[config.mk]
export PLATFORM = sky130hd
export DESIGN_NAME = pipeline_stall_controller
export DESIGN_NICKNAME = d
export VERILOG_FILES = /design/src/rtl/pipeline_stall_controller.sv
export SDC_FILE = /design/constraint.sdc
export NUM_CORES = 1
export LEC_CHECK = 0
export BUFFER_PORTS_ARGS = -buffer_cell sky130_fd_sc_hd__buf_4
export CAP_MARGIN = 20
export CELL_PAD_IN_SITES_DETAIL_PLACEMENT = 0
export CELL_PAD_IN_SITES_GLOBAL_PLACEMENT = 1
export CORE_UTILIZATION = 41
export DETAILED_ROUTE_END_ITERATION = 16
export GPL_TIMING_DRIVEN = 0
export HOLD_SLACK_MARGIN = 0.05
export PLACE_DENSITY_LB_ADDON = 0.05
export SLEW_MARGIN = 0
export SYNTH_ARGS = -nofsm -noshare
export SYNTH_HDL_FRONTEND = slang
export SYNTH_SLANG_ARGS = --single-unit
[constraint.sdc]
create_clock -name clock -period 2.2 [get_ports clock]
set_input_delay 0.11 -clock clock [delete_from_list [all_inputs] [get_ports clock]]
set_output_delay 0.11 -clock clock [all_outputs]
set_load 0.1 [all_outputs]
[src/rtl/pipeline_stall_controller.sv]
// Central stall sequencer for the 5-stage pipeline.
// Merges per-stage stall requests into the stall vector for the PC and the inter-stage
// latches (bit0 PC, 1 IF, 2 ID, 3 EX, 4 MEM, 5 WB). It sequences multi-cycle EX
// operations with a countdown FSM, counts stalled cycles and flags stuck stalls.
module pipeline_stall_controller #(
  parameter int EX_COUNT_WIDTH = 6,
  parameter int TIMEOUT_CYCLES = 1024,
  parameter int WATCHDOG_WIDTH = 16,
  parameter int PERF_WIDTH     = 32
) (
  input  logic                      clock,
  input  logic                      reset,
  input  logic                      flush,
  input  logic                      if_stall_request,
  input  logic                      id_stall_request,
  input  logic                      ex_start,
  input  logic [EX_COUNT_WIDTH-1:0] ex_cycles,
  input  logic                      mem_stall_request,
  output logic [5:0]                stall,
  output logic                      ex_busy,
  output logic                      ex_done,
  output logic [PERF_WIDTH-1:0]     stall_cycle_count,
  output logic                      stall_timeout
);

  typedef enum logic [1:0] {
    IDLE,
    BUSY,
    DONE
  } ex_state_t;

  localparam logic [WATCHDOG_WIDTH-1:0] TIMEOUT_VALUE = WATCHDOG_WIDTH'(TIMEOUT_CYCLES);
  localparam logic [WATCHDOG_WIDTH-1:0] TIMEOUT_LAST  = WATCHDOG_WIDTH'(TIMEOUT_CYCLES - 1);

  ex_state_t                 state;
  logic [EX_COUNT_WIDTH-1:0] countdown;
  logic [EX_COUNT_WIDTH-1:0] ex_load;
  logic                      done_first;
  logic [WATCHDOG_WIDTH-1:0] watchdog;
  logic                      any_stall;

  // A zero cycle count means a single-cycle op, so the loaded countdown is max(n,1)-1.
  always_comb begin
    ex_load = '0;
    if (ex_cycles != '0) begin
      ex_load = ex_cycles - EX_COUNT_WIDTH'(1);
    end
  end

  // Priority merge of stall sources: the deepest stalled stage decides the vector.
  always_comb begin
    stall = 6'b000000;
    if (reset || flush) begin
      stall = 6'b000000;
    end else if (mem_stall_request) begin
      stall = 6'b011111;
    end else if (state == BUSY) begin
      stall = 6'b001111;
    end else if (id_stall_request) begin
      stall = 6'b000111;
    end else if (if_stall_request) begin
      stall = 6'b000011;
    end
  end

  assign any_stall = (stall != 6'b000000);
  assign ex_busy   = !reset && (state == BUSY);
  assign ex_done   = !reset && !flush && (state == DONE) && done_first;

  // EX multi-cycle sequencer; done_first marks the one DONE cycle that reports the result.
  always_ff @(posedge clock) begin
    if (reset || flush) begin
      state      <= IDLE;
      countdown  <= '0;
      done_first <= 1'b0;
    end else begin
      case (state)
        IDLE: begin
          done_first <= 1'b0;
          if (ex_start && !mem_stall_request) begin
            countdown <= ex_load;
            if (ex_load == '0) begin
              state      <= DONE;
              done_first <= 1'b1;
            end else begin
              state <= BUSY;
            end
          end
        end
        BUSY: begin
          countdown <= countdown - EX_COUNT_WIDTH'(1);
          if (countdown <= EX_COUNT_WIDTH'(1)) begin
            state      <= DONE;
            done_first <= 1'b1;
          end
        end
        DONE: begin
          done_first <= 1'b0;
          if (!stall[3]) begin
            state <= IDLE;
          end
        end
        default: begin
          state      <= IDLE;
          countdown  <= '0;
          done_first <= 1'b0;
        end
      endcase
    end
  end

  // Watchdog counts consecutive stalled cycles and latches a sticky timeout flag.
  always_ff @(posedge clock) begin
    if (reset) begin
      watchdog      <= '0;
      stall_timeout <= 1'b0;
    end else begin
      if (!any_stall) begin
        watchdog <= '0;
      end else if (watchdog < TIMEOUT_VALUE) begin
        watchdog <= watchdog + WATCHDOG_WIDTH'(1);
      end
      if (any_stall && (watchdog >= TIMEOUT_LAST)) begin
        stall_timeout <= 1'b1;
      end
    end
  end

  // Performance counter of stalled cycles, wrapping naturally at its width.
  always_ff @(posedge clock) begin
    if (reset) begin
      stall_cycle_count <= '0;
    end else if (any_stall) begin
      stall_cycle_count <= stall_cycle_count + PERF_WIDTH'(1);
    end
  end

endmodule

### Word level (Yosys, flattened, before mapping)

Index checks and enable logic that the tools add are counted.

* order comparisons: 3
* $add $sub $neg: 4
* reductions and logical operators: 17
* bitwise operators: 2
* mux-type cells: 17
* equal/unequal tests: 5

Operator list (number)
* 32-bit by 1-bit adder with 32-bit output, second input constant: 1
* 6-bit case mux with 3 select lines: 1
* 16-bit by 1-bit adder with 16-bit output, second input constant: 1
* 16-bit by 10-bit >= comparator with 1-bit output, second input constant: 1
* 16-bit by 11-bit < comparator with 1-bit output, second input constant: 1
* 6-bit 2-to-1 mux: 2
* 6-bit nonzero test: 2
* 6-bit by 1-bit subtractor with 6-bit output, second input constant: 2
* 2-bit 2-to-1 mux: 5
* 5-bit 2-to-1 mux: 2
* 6-bit by 1-bit <= comparator with 1-bit output, second input constant: 1
* 1-bit logical AND: 6
* 6-bit logical NOT: 1
* 2-bit case mux with 3 select lines: 1
* 4-bit 2-to-1 mux: 1
* 2-bit != test, second input constant: 2
* 1-bit logical NOT: 3
* 1-bit 2-to-1 mux: 3
* 3-bit 2-to-1 mux: 1
* 3-bit AND reduction: 1
* 2-bit by 1-bit == test with 1-bit output, second input constant: 1
* 2-bit == test, second input constant: 1
* 2-bit logical NOT: 1
* 2-bit by 1-bit != test with 1-bit output, second input constant: 1
* 5 further kinds: 6

* flip-flop bits (word level): 58
* output and inout bits: 41
* word-level logic and storage cells: 54
* input bits: 13

### Depth between registers and ports, before layout

Gate-level depths: netlist of the first run.

* word-level depth: 8
* gate-level depth with buffers: 9

### Least setup slack after synthesis of the first run

OpenSTA, ideal clock, no wires.

* path kind: input to output
* start point: input reset
* end point: output ex_done
* data arrival time: 2830 ps
* required time: 2090 ps
* setup slack: -740 ps
* stages on the path: 4
* cells stage by stage: clkbuf_1 or2_2 clkbuf_1 nor3_1

* cells in the longest elaborated chain, start to end: 4

RTL lines
* start: declaration: RTL line 12 `input logic reset,`
* 1-bit logical NOT: RTL line 68 `assign ex_done = !reset && !flush && (state == DONE) && done_first;`
* 1-bit logical AND (3 in series): RTL line 68
* end: declaration: RTL line 21 `output logic ex_done,`

No other way between the ends.

### Final worst setup path of the first run

* start point: register state[0]
* end point: register stall_cycle_count[24]

* cells in the longest elaborated chain, start to end: 5

RTL lines
* start: declaration: RTL line 35 `ex_state_t state;`
* start signal: assignment: RTL line 73 `state <= IDLE;`
* start signal: assignment: RTL line 83 `state <= DONE;`
* start signal: assignment: RTL line 86 `state <= BUSY;`
* 2-bit by 1-bit == test with 1-bit output: RTL line 57 `end else if (state == BUSY) begin`
* 4-bit 2-to-1 mux: RTL line 57
* 5-bit 2-to-1 mux: RTL line 55 `end else if (mem_stall_request) begin`
* 5-bit 2-to-1 mux: RTL line 53 `if (reset || flush) begin`
* 6-bit nonzero test: RTL line 66 `assign any_stall = (stall != 6'b000000);`
* end signal: assignment: RTL line 134 `stall_cycle_count <= stall_cycle_count + PERF_WIDTH'(1);`
* end: declaration: RTL line 22 `output logic [PERF_WIDTH-1:0] stall_cycle_count,`

No other way between the ends.
A chain may end at the register's enable or synchronous reset.

==> key figures, run 1 <==
Power
  – VDD IR max: 313.5 µV
  – Total power: 2251 µW
  – Pwr dens: 602.7 nW/µm²
  – Leak pwr: 0.001354 µW

Die
  – Initial core utilization: 0.4308
  – Die area: 7561 µm²
  – Core area: 6869 µm²
  – Die H: 86.96 µm
  – I/O Pins: 54
  – Num rows: 30
  – Die width: 86.96 µm

Route
  – DRT Pass-1 Iters: 4
  – Via count: 2,654
  – Remaining DRCs: 0
  – Via/cell ratio: 5.133
  – DR WL/cell: 13.25 µm
  – DR iter-0 viols: 114
  – WL final: 6.849 mm
  – Post-DRT Antenna Nets: 0

Logic synthesis
  – Gate Count Post-Synth: 354
  – XOR/XNOR share of the synthesized area: 0.1125
  – Net count after synthesis: 373
  – Async SR Flop Fraction: 0
  – Post-synthesis simple-gate area fraction: 0.3027
  – Post-synth design cell area: 2959 µm²
  – Largest family of logic cells by synthesized area: simple AND/OR/NAND/NOR gates
  – Adder-cell share of the synthesized area: 0.02537
  – Register area share after synthesis: 0.3924
  – FF+latch count, synth: 58
  – Unique masters post-synth: 52
  – Area contributors post-synth: dfxtp_1 (39%), xnor2_1 (8.9%), nor2_1 (6.7%)
  – Post-synth top area share: 0.3924
  – Number of flops mapped to enable cells by yosys: 0
  – Syn avg cell area: 8.359 µm²
  – Synth warn: 0
  – Most used DFF post-synth: dfxtp_1
  – Post-synth top area cell: dfxtp_1
  – Mux contribution to synthesized area: 0.003805
  – Synth Area in Compound Gates: 0.1108

Place
  – Gpl congestion: 0.7782
  – Dpl cell area: 3520 µm²
  – Port Buffers: 50
  – HPWL Detailed: 4.944 mm

Timing
  – RSZ-0062 raised after global routing: no
  – Max_slew headroom: 0.6006
  – Setup Skew: 5.865 ps
  – Final setup vio count: 0
  – Worst hold slack: 117.3 ps
  – Worst Tran Pin Value: 599.0 ps
  – Hold Fails Final Rpt: 0
  – Tcrit/Tclk final: 0.9365
  – Setup TNS: 0 ps
  – Pins Over Slew Limit: 0
  – Min Tclk post-route: 2060 ps
  – Max Clk Rate: 485.3 MHz

Run
  – Max-Cap Viols: 0

Worst setup path
  – Reg2reg path depth: 8
  – Crit end category: register
  – Worst endpoint required time: 2410 ps
  – Crit path max fanout: 10
  – Critical-path top delay cell: o311ai_4
  – WS Path Type: reg -> reg
  – Most used cell, CP: buf_2
  – Crit path launch type: register
  – CP Data Arrival Time: 2270 ps
  – Critical path cell sequence: buf_2 > nor2b_1 > clkbuf_4 > o311ai_4 > buf_2 > nor4_1 > xnor2_1 > nor2_1
  – CP max stage delay: 440 ps

CTS
  – H-tree depth: 3
  – Root Buffer: clkbuf_8
  – Worst skew pair latency: 330 ps
  – Total CTS buffers: 9
  – CTS sink count: 58
  – Clock slew seen by the registers of the worst setup and hold paths: 60 ps
  – TritonCTS clock tree: done
  – Max Buffers Root-to-Sink: 2

Finish
  – Final net count: 435
  – Final instance area: 3735 µm²
  – Layout cells sized above 1: 0.2660
  – Synth-to-Final Area Change: 26.22%
  – ANT cells: 0
  – Commonest non-fill, non-tap cell in the layout: nor2_1
  – Most frequent cells in the layout: nor2_1 (53), buf_4 (52), dfxtp_1 (34)

Global routing
  – Initial antenna violation count: 0
  – GRT overflow: 0
  – First-pass GRT wire length: 11.43 mm
  – Vias in the first global route: 2,376
  – Largest net degree at the start of global routing: 12
  – GRT Overall Usage: 0.1942

Worst hold path
  – Worst hold path class: in -> reg
  – Hold path depth: 3

Outcome
  – Outcome: finished, final reports clean
## final timing paths
kind | start | to | slack (ps)
worst max-delay path | state[0] | stall_cycle_count[24] | 140
worst min-delay path | mem_stall_request | state[1] | 120
worst max register to register | state[0] | stall_cycle_count[24] | 140
worst min register to register | watchdog[11] | watchdog[11] | 460
## Yosys cell counts, types with 2 or more instances
library cell	n
a31oi_1	4
a21oi_1	7
a21boi_0	2
or2_2	3
clkbuf_1	12
and3_1	5
dfxtp_1	58
or3_1	2
nor3b_1	3
o22ai_1	2
o21ai_0	10
nor4_1	13
nand2b_1	4
nand3_1	14
nand4_1	10
nand2_1	21
nor3_1	18
and4_1	4
nor4_2	4
buf_2	4
o31ai_1	3
a221oi_1	2
a32o_1	3
and2_1	7
xnor2_1	30
buf_4	2
nor2_1	53
ha_1	6
o41ai_1	2
a211oi_1	2
xor2_1	8
inv_1	16
## state kept, by name, indices dropped and copies added (netlist names)
register           flops
stall_timeout          1
stall_cycle_count     32
done_first             1
watchdog              16
state                  2
countdown              6
## through the flow
stage	setup slack [ps]	instances	util
2_1_floorplan	3.261	354	-
3_3_place_gp	65.24	500	0.5124
3_5_place_dp	66.97	500	0.5124
4_1_cts	42.22	517	0.5428
5_1_grt	7.885	517	0.5437
6_report	139.6	517	0.5437
## critical path, delay by kind of cell, from the launching register on
kind	cells	cell delay, ps
AOI/OAI and AO/OA	1	440
xor gates and xnor gates	1	190
buffers and inverters	3	720
DFF	1	290
and+or+nand+nor	3	290
## cell type report
type	instances	area (µm²)
Inverter	16	60.06
Tap cell	96	120.1
Fill cell	663	3134
Clock inverter	3	38.79
Multi-Input combinational cell	261	1669
Buffer	19	95.09
Sequential cell	58	1216
Timing Repair Buffer	51	386.6
Clock buffer	13	148.9
## per-layer routing
| layer | wire length, µm | GRT usage | vias up | part of all wire |
|---|---|---|---|---|
| met2 | 2837 | 0.2756 | 53 | 0.41 |
| li1 | - | - | 1374 | - |
| met1 | 3634 | 0.2789 | 1221 | 0.53 |
| met4 | 61 | 0.06818 | 0 | 0.0089 |
| met3 | 314 | 0.05498 | 6 | 0.046 |
| met5 | 0 | 0 | - | 0 |
## where the power goes
| part | total, µW | switching (µW) | leakage [µW] | internal (µW) |
|---|---|---|---|---|
| registers | 1060 | 10.4 | 0.000483 | 1050 |
| logic | 228 | 156 | 0.000776 | 71.3 |
| clock network | 965 | 415 | 0.0000951 | 550 |
## logic make-up (layout without fill, tap and decap cells)
group / count (synthesis) / after routing
multiplexers: 1 / 1
buffers and inverters: 35 / 102
XOR/XNOR: 38 / 38
adder cells (fa/ha/maj): 6 / 6
flip-flops: 58 / 58
other: 1 / 1
AND/OR/NAND/NOR: 170 / 170
AO/OA/AOI/OAI: 45 / 45
## timing repair
action / 4_1_cts / 5_1_grt
pin swaps: 1 / 0
buffers inserted: 1 / 0
hold buffers: 0 / 0
endpoints found under the setup margin: 2 / 1
gates resized for setup: 2 / 3
Note: power is estimated with default switching activity, not from simulation.
==> run 2: changes to the inputs <==
--- a/config.mk
+++ b/config.mk
@@ -14,6 +14,7 @@
 export GPL_TIMING_DRIVEN = 0
 export HOLD_SLACK_MARGIN = 0.05
 export PLACE_DENSITY_LB_ADDON = 0.05
+export RECOVER_POWER = 25
 export SLEW_MARGIN = 0
 export SYNTH_ARGS = -nofsm -noshare
 export SYNTH_HDL_FRONTEND = slang
==> key figures, run 2 (synthesized netlist as in run 1, its figures left out) <==
Worst setup path
  – Crit end category: register (unchanged)
  – Reg2reg setup slack: 140 ps (about the same)
  – Worst R2R Start: state[0] (unchanged)
  – CP bufs+invs: 3 (unchanged)
  – Most used cell, CP: buf_2 (unchanged)
  – CP Data Arrival Time: 2270 ps (about the same)
  – Crit path max fanout: 10 (unchanged)
  – CP max stage delay: 450 ps (was 440 ps)
  – Crit-path leading delay family: buffers and inverters (unchanged)
  – CP startpoint: state[0] (unchanged)
  – Worst endpoint required time: 2410 ps (about the same)
  – WP depth: 8 (unchanged)
  – WS Path Type: reg -> reg (unchanged)
  – Reg2reg path depth: 8 (unchanged)
  – Critical path cell sequence: buf_2 > nor2b_1 > clkbuf_4 > o311ai_4 > buf_2 > nor4_1 > xnor2_1 > nor2_1 (unchanged)
  – Reg2Reg Capture Point: stall_cycle_count[24] (unchanged)
  – Crit path launch type: register (unchanged)
  – Critical Path Sink: stall_cycle_count[24] (unchanged)
  – Critical-path top delay cell: o311ai_4 (unchanged)

Timing
  – Max_slew headroom: 0.2043 (was 0.6006)
  – Worst hold slack: 114.8 ps (was 117.3 ps)
  – Final setup vio count: 0 (unchanged)
  – RSZ-0062 raised after global routing: no (unchanged)
  – Worst Tran Pin Value: 1199 ps (was 599.0 ps)
  – Hold Fails Final Rpt: 0 (unchanged)
  – Tcrit/Tclk final: 0.9381 (was 0.9365)
  – Max Clk Rate: 484.5 MHz (was 485.3 MHz)
  – Pins Over Slew Limit: 0 (unchanged)
  – Setup TNS: 0 ps (unchanged)
  – Setup ws final: 136.2 ps (was 139.6 ps)
  – Min Tclk post-route: 2064 ps (was 2060 ps)
  – Setup Skew: 7.466 ps (was 5.865 ps)

Global routing
  – Vias in the first global route: 2,376 (unchanged)
  – First-pass GRT wire length: 11.43 mm (unchanged)
  – GRT overflow: 0 (unchanged)
  – GRT Overall Usage: 0.1942 (unchanged)
  – Largest net degree at the start of global routing: 12 (unchanged)
  – Initial antenna violation count: 0 (unchanged)

CTS
  – Root Buffer: clkbuf_8 (unchanged)
  – CTS sink count: 58 (unchanged)
  – Clock slew seen by the registers of the worst setup and hold paths: 60 ps (about the same)
  – Worst skew pair latency: 340 ps (was 330 ps)
  – Total CTS buffers: 9 (unchanged)
  – H-tree depth: 3 (unchanged)
  – TritonCTS clock tree: done (unchanged)
  – Hold buffer count at cts: 0 (unchanged)
  – Max Buffers Root-to-Sink: 2 (unchanged)

Power
  – Leak pwr: 0.001251 µW (was 0.001354 µW)
  – VDD IR max: 313.1 µV (was 313.5 µV)
  – Pwr dens: 617.9 nW/µm² (was 602.7 nW/µm²)
  – Total power: 2252 µW (was 2251 µW)

Worst hold path
  – Hold path depth: 3 (unchanged)
  – Worst hold path class: in -> reg (unchanged)

Place
  – Gpl congestion: 0.7782 (unchanged)
  – HPWL Detailed: 4.944 mm (unchanged)
  – Place WS: 66.97 ps (unchanged)
  – Port Buffers: 50 (unchanged)

Finish
  – Largest regs: stall_cycle_count x32, watchdog x16, countdown x6 (unchanged)
  – ANT cells: 0 (unchanged)
  – FF/Latch Area: 1216 µm² (unchanged)
  – Layout cells sized above 1: 0.2090 (was 0.2660)
  – Fillcell total: 683 (was 663)
  – Final net count: 435 (unchanged)
  – Most flops, register: stall_cycle_count (unchanged)
  – Fin util: 0.5306 (was 0.5437)
  – Most frequent cells in the layout: nor2_1 (53), clkbuf_1 (38), dfxtp_1 (34) (was nor2_1 (53), buf_4 (52), dfxtp_1 (34))
  – Synth-to-Final Area Change: 23.17% (was 26.22%)
  – Max FFs per register: 32 (unchanged)
  – Commonest non-fill, non-tap cell in the layout: nor2_1 (unchanged)
  – Multi-input gate area: 1669 µm² (unchanged)

Route
  – Via/cell ratio: 5.128 (was 5.133)
  – DR WL/cell: 13.26 µm (was 13.25 µm)
  – DRT Pass-1 Iters: 4 (unchanged)
  – DR iter-0 viols: 126 (was 114)
  – Via count: 2,651 (was 2,654)
  – Remaining DRCs: 0 (unchanged)
  – WL final: 6.853 mm (was 6.849 mm)
  – Post-DRT Antenna Nets: 0 (unchanged)

Die
  – Initial core utilization: 0.4308 (unchanged)
  – Die width: 86.96 µm (unchanged)
  – Core area: 6869 µm² (unchanged)
  – Die area: 7561 µm² (unchanged)
  – Num rows: 30 (unchanged)
  – I/O Pins: 54 (unchanged)
  – Die H: 86.96 µm (unchanged)

Run
  – Max-Cap Viols: 0 (unchanged)

Outcome
  – Outcome: finished, final reports clean (unchanged)
run 2: cell types whose count changed in the layout (fill, tap and decap cells not counted), sizes merged:
cell / before / now
buf: 58 / 34
clkbuf: 25 / 49
run 2: cell type report:
| type | instances | area share |
|---|---|---|
| clock inverter | 3 | 0.01064 |
| buffer | 19 | 0.02609 |
| clock buffer | 13 | 0.04085 |
| multi-input combinational | 261 | 0.4579 |
| inverter | 16 | 0.01648 |
| timing repair buffer | 51 | 0.08136 |
| tap | 96 | 0.03296 |
| sequential | 58 | 0.3337 |
run 2: layer usage:
| layer | GRT usage | vias to the layer above | share of wire |
|---|---|---|---|
| li1 | - | 1373 | - |
| met1 | 0.2789 | 1212 | 0.53 |
| met2 | 0.2756 | 58 | 0.41 |
| met3 | 0.05498 | 8 | 0.054 |
| met4 | 0.06818 | 0 | 0.011 |
| met5 | 0 | - | 0 |
run 2: worst min path at each step:
stage                      start      endpoint  slack (ps)
2_1_floorplan  mem_stall_request      state[1]         290
3_3_place_gp        watchdog[11]  watchdog[11]         440
3_5_place_dp        watchdog[14]  watchdog[14]         440
4_1_cts        mem_stall_request      state[1]         100
5_1_grt             ex_cycles[4]    done_first         130
6_report       mem_stall_request      state[1]         110
run 2: worst register-to-register path, cell delays in order (launching register included):
cell	delay [ps]
dfxtp_1	290
buf_2	160
nor2b_1	140
clkbuf_4	200
o311ai_4	450
buf_2	360
nor4_1	110
xnor2_1	190
nor2_1	50
run 2: timing repair:
| action | 4_1_cts | 5_1_grt |
|---|---|---|
| buffers inserted | 1 | 0 |
| gates resized for setup | 2 | 3 |
| endpoints found under the setup margin | 2 | 1 |
| pin swaps | 1 | 0 |
run 2: through the flow:
step                      std cells  cell area [µm²]
final                           517             3645
after global routing            517             3645
after CTS                       517             3729
after detailed placement        500             3520
after global placement          500             3520
after floorplan                 354             3024
run 2: power by group:
group | total, µW | internal (µW) | leakage, µW | switching [µW]
clock | 968 | 550 | 0.0000951 | 417
combinational | 227 | 70.7 | 0.000673 | 156
sequential | 1060 | 1050 | 0.000483 | 10.4
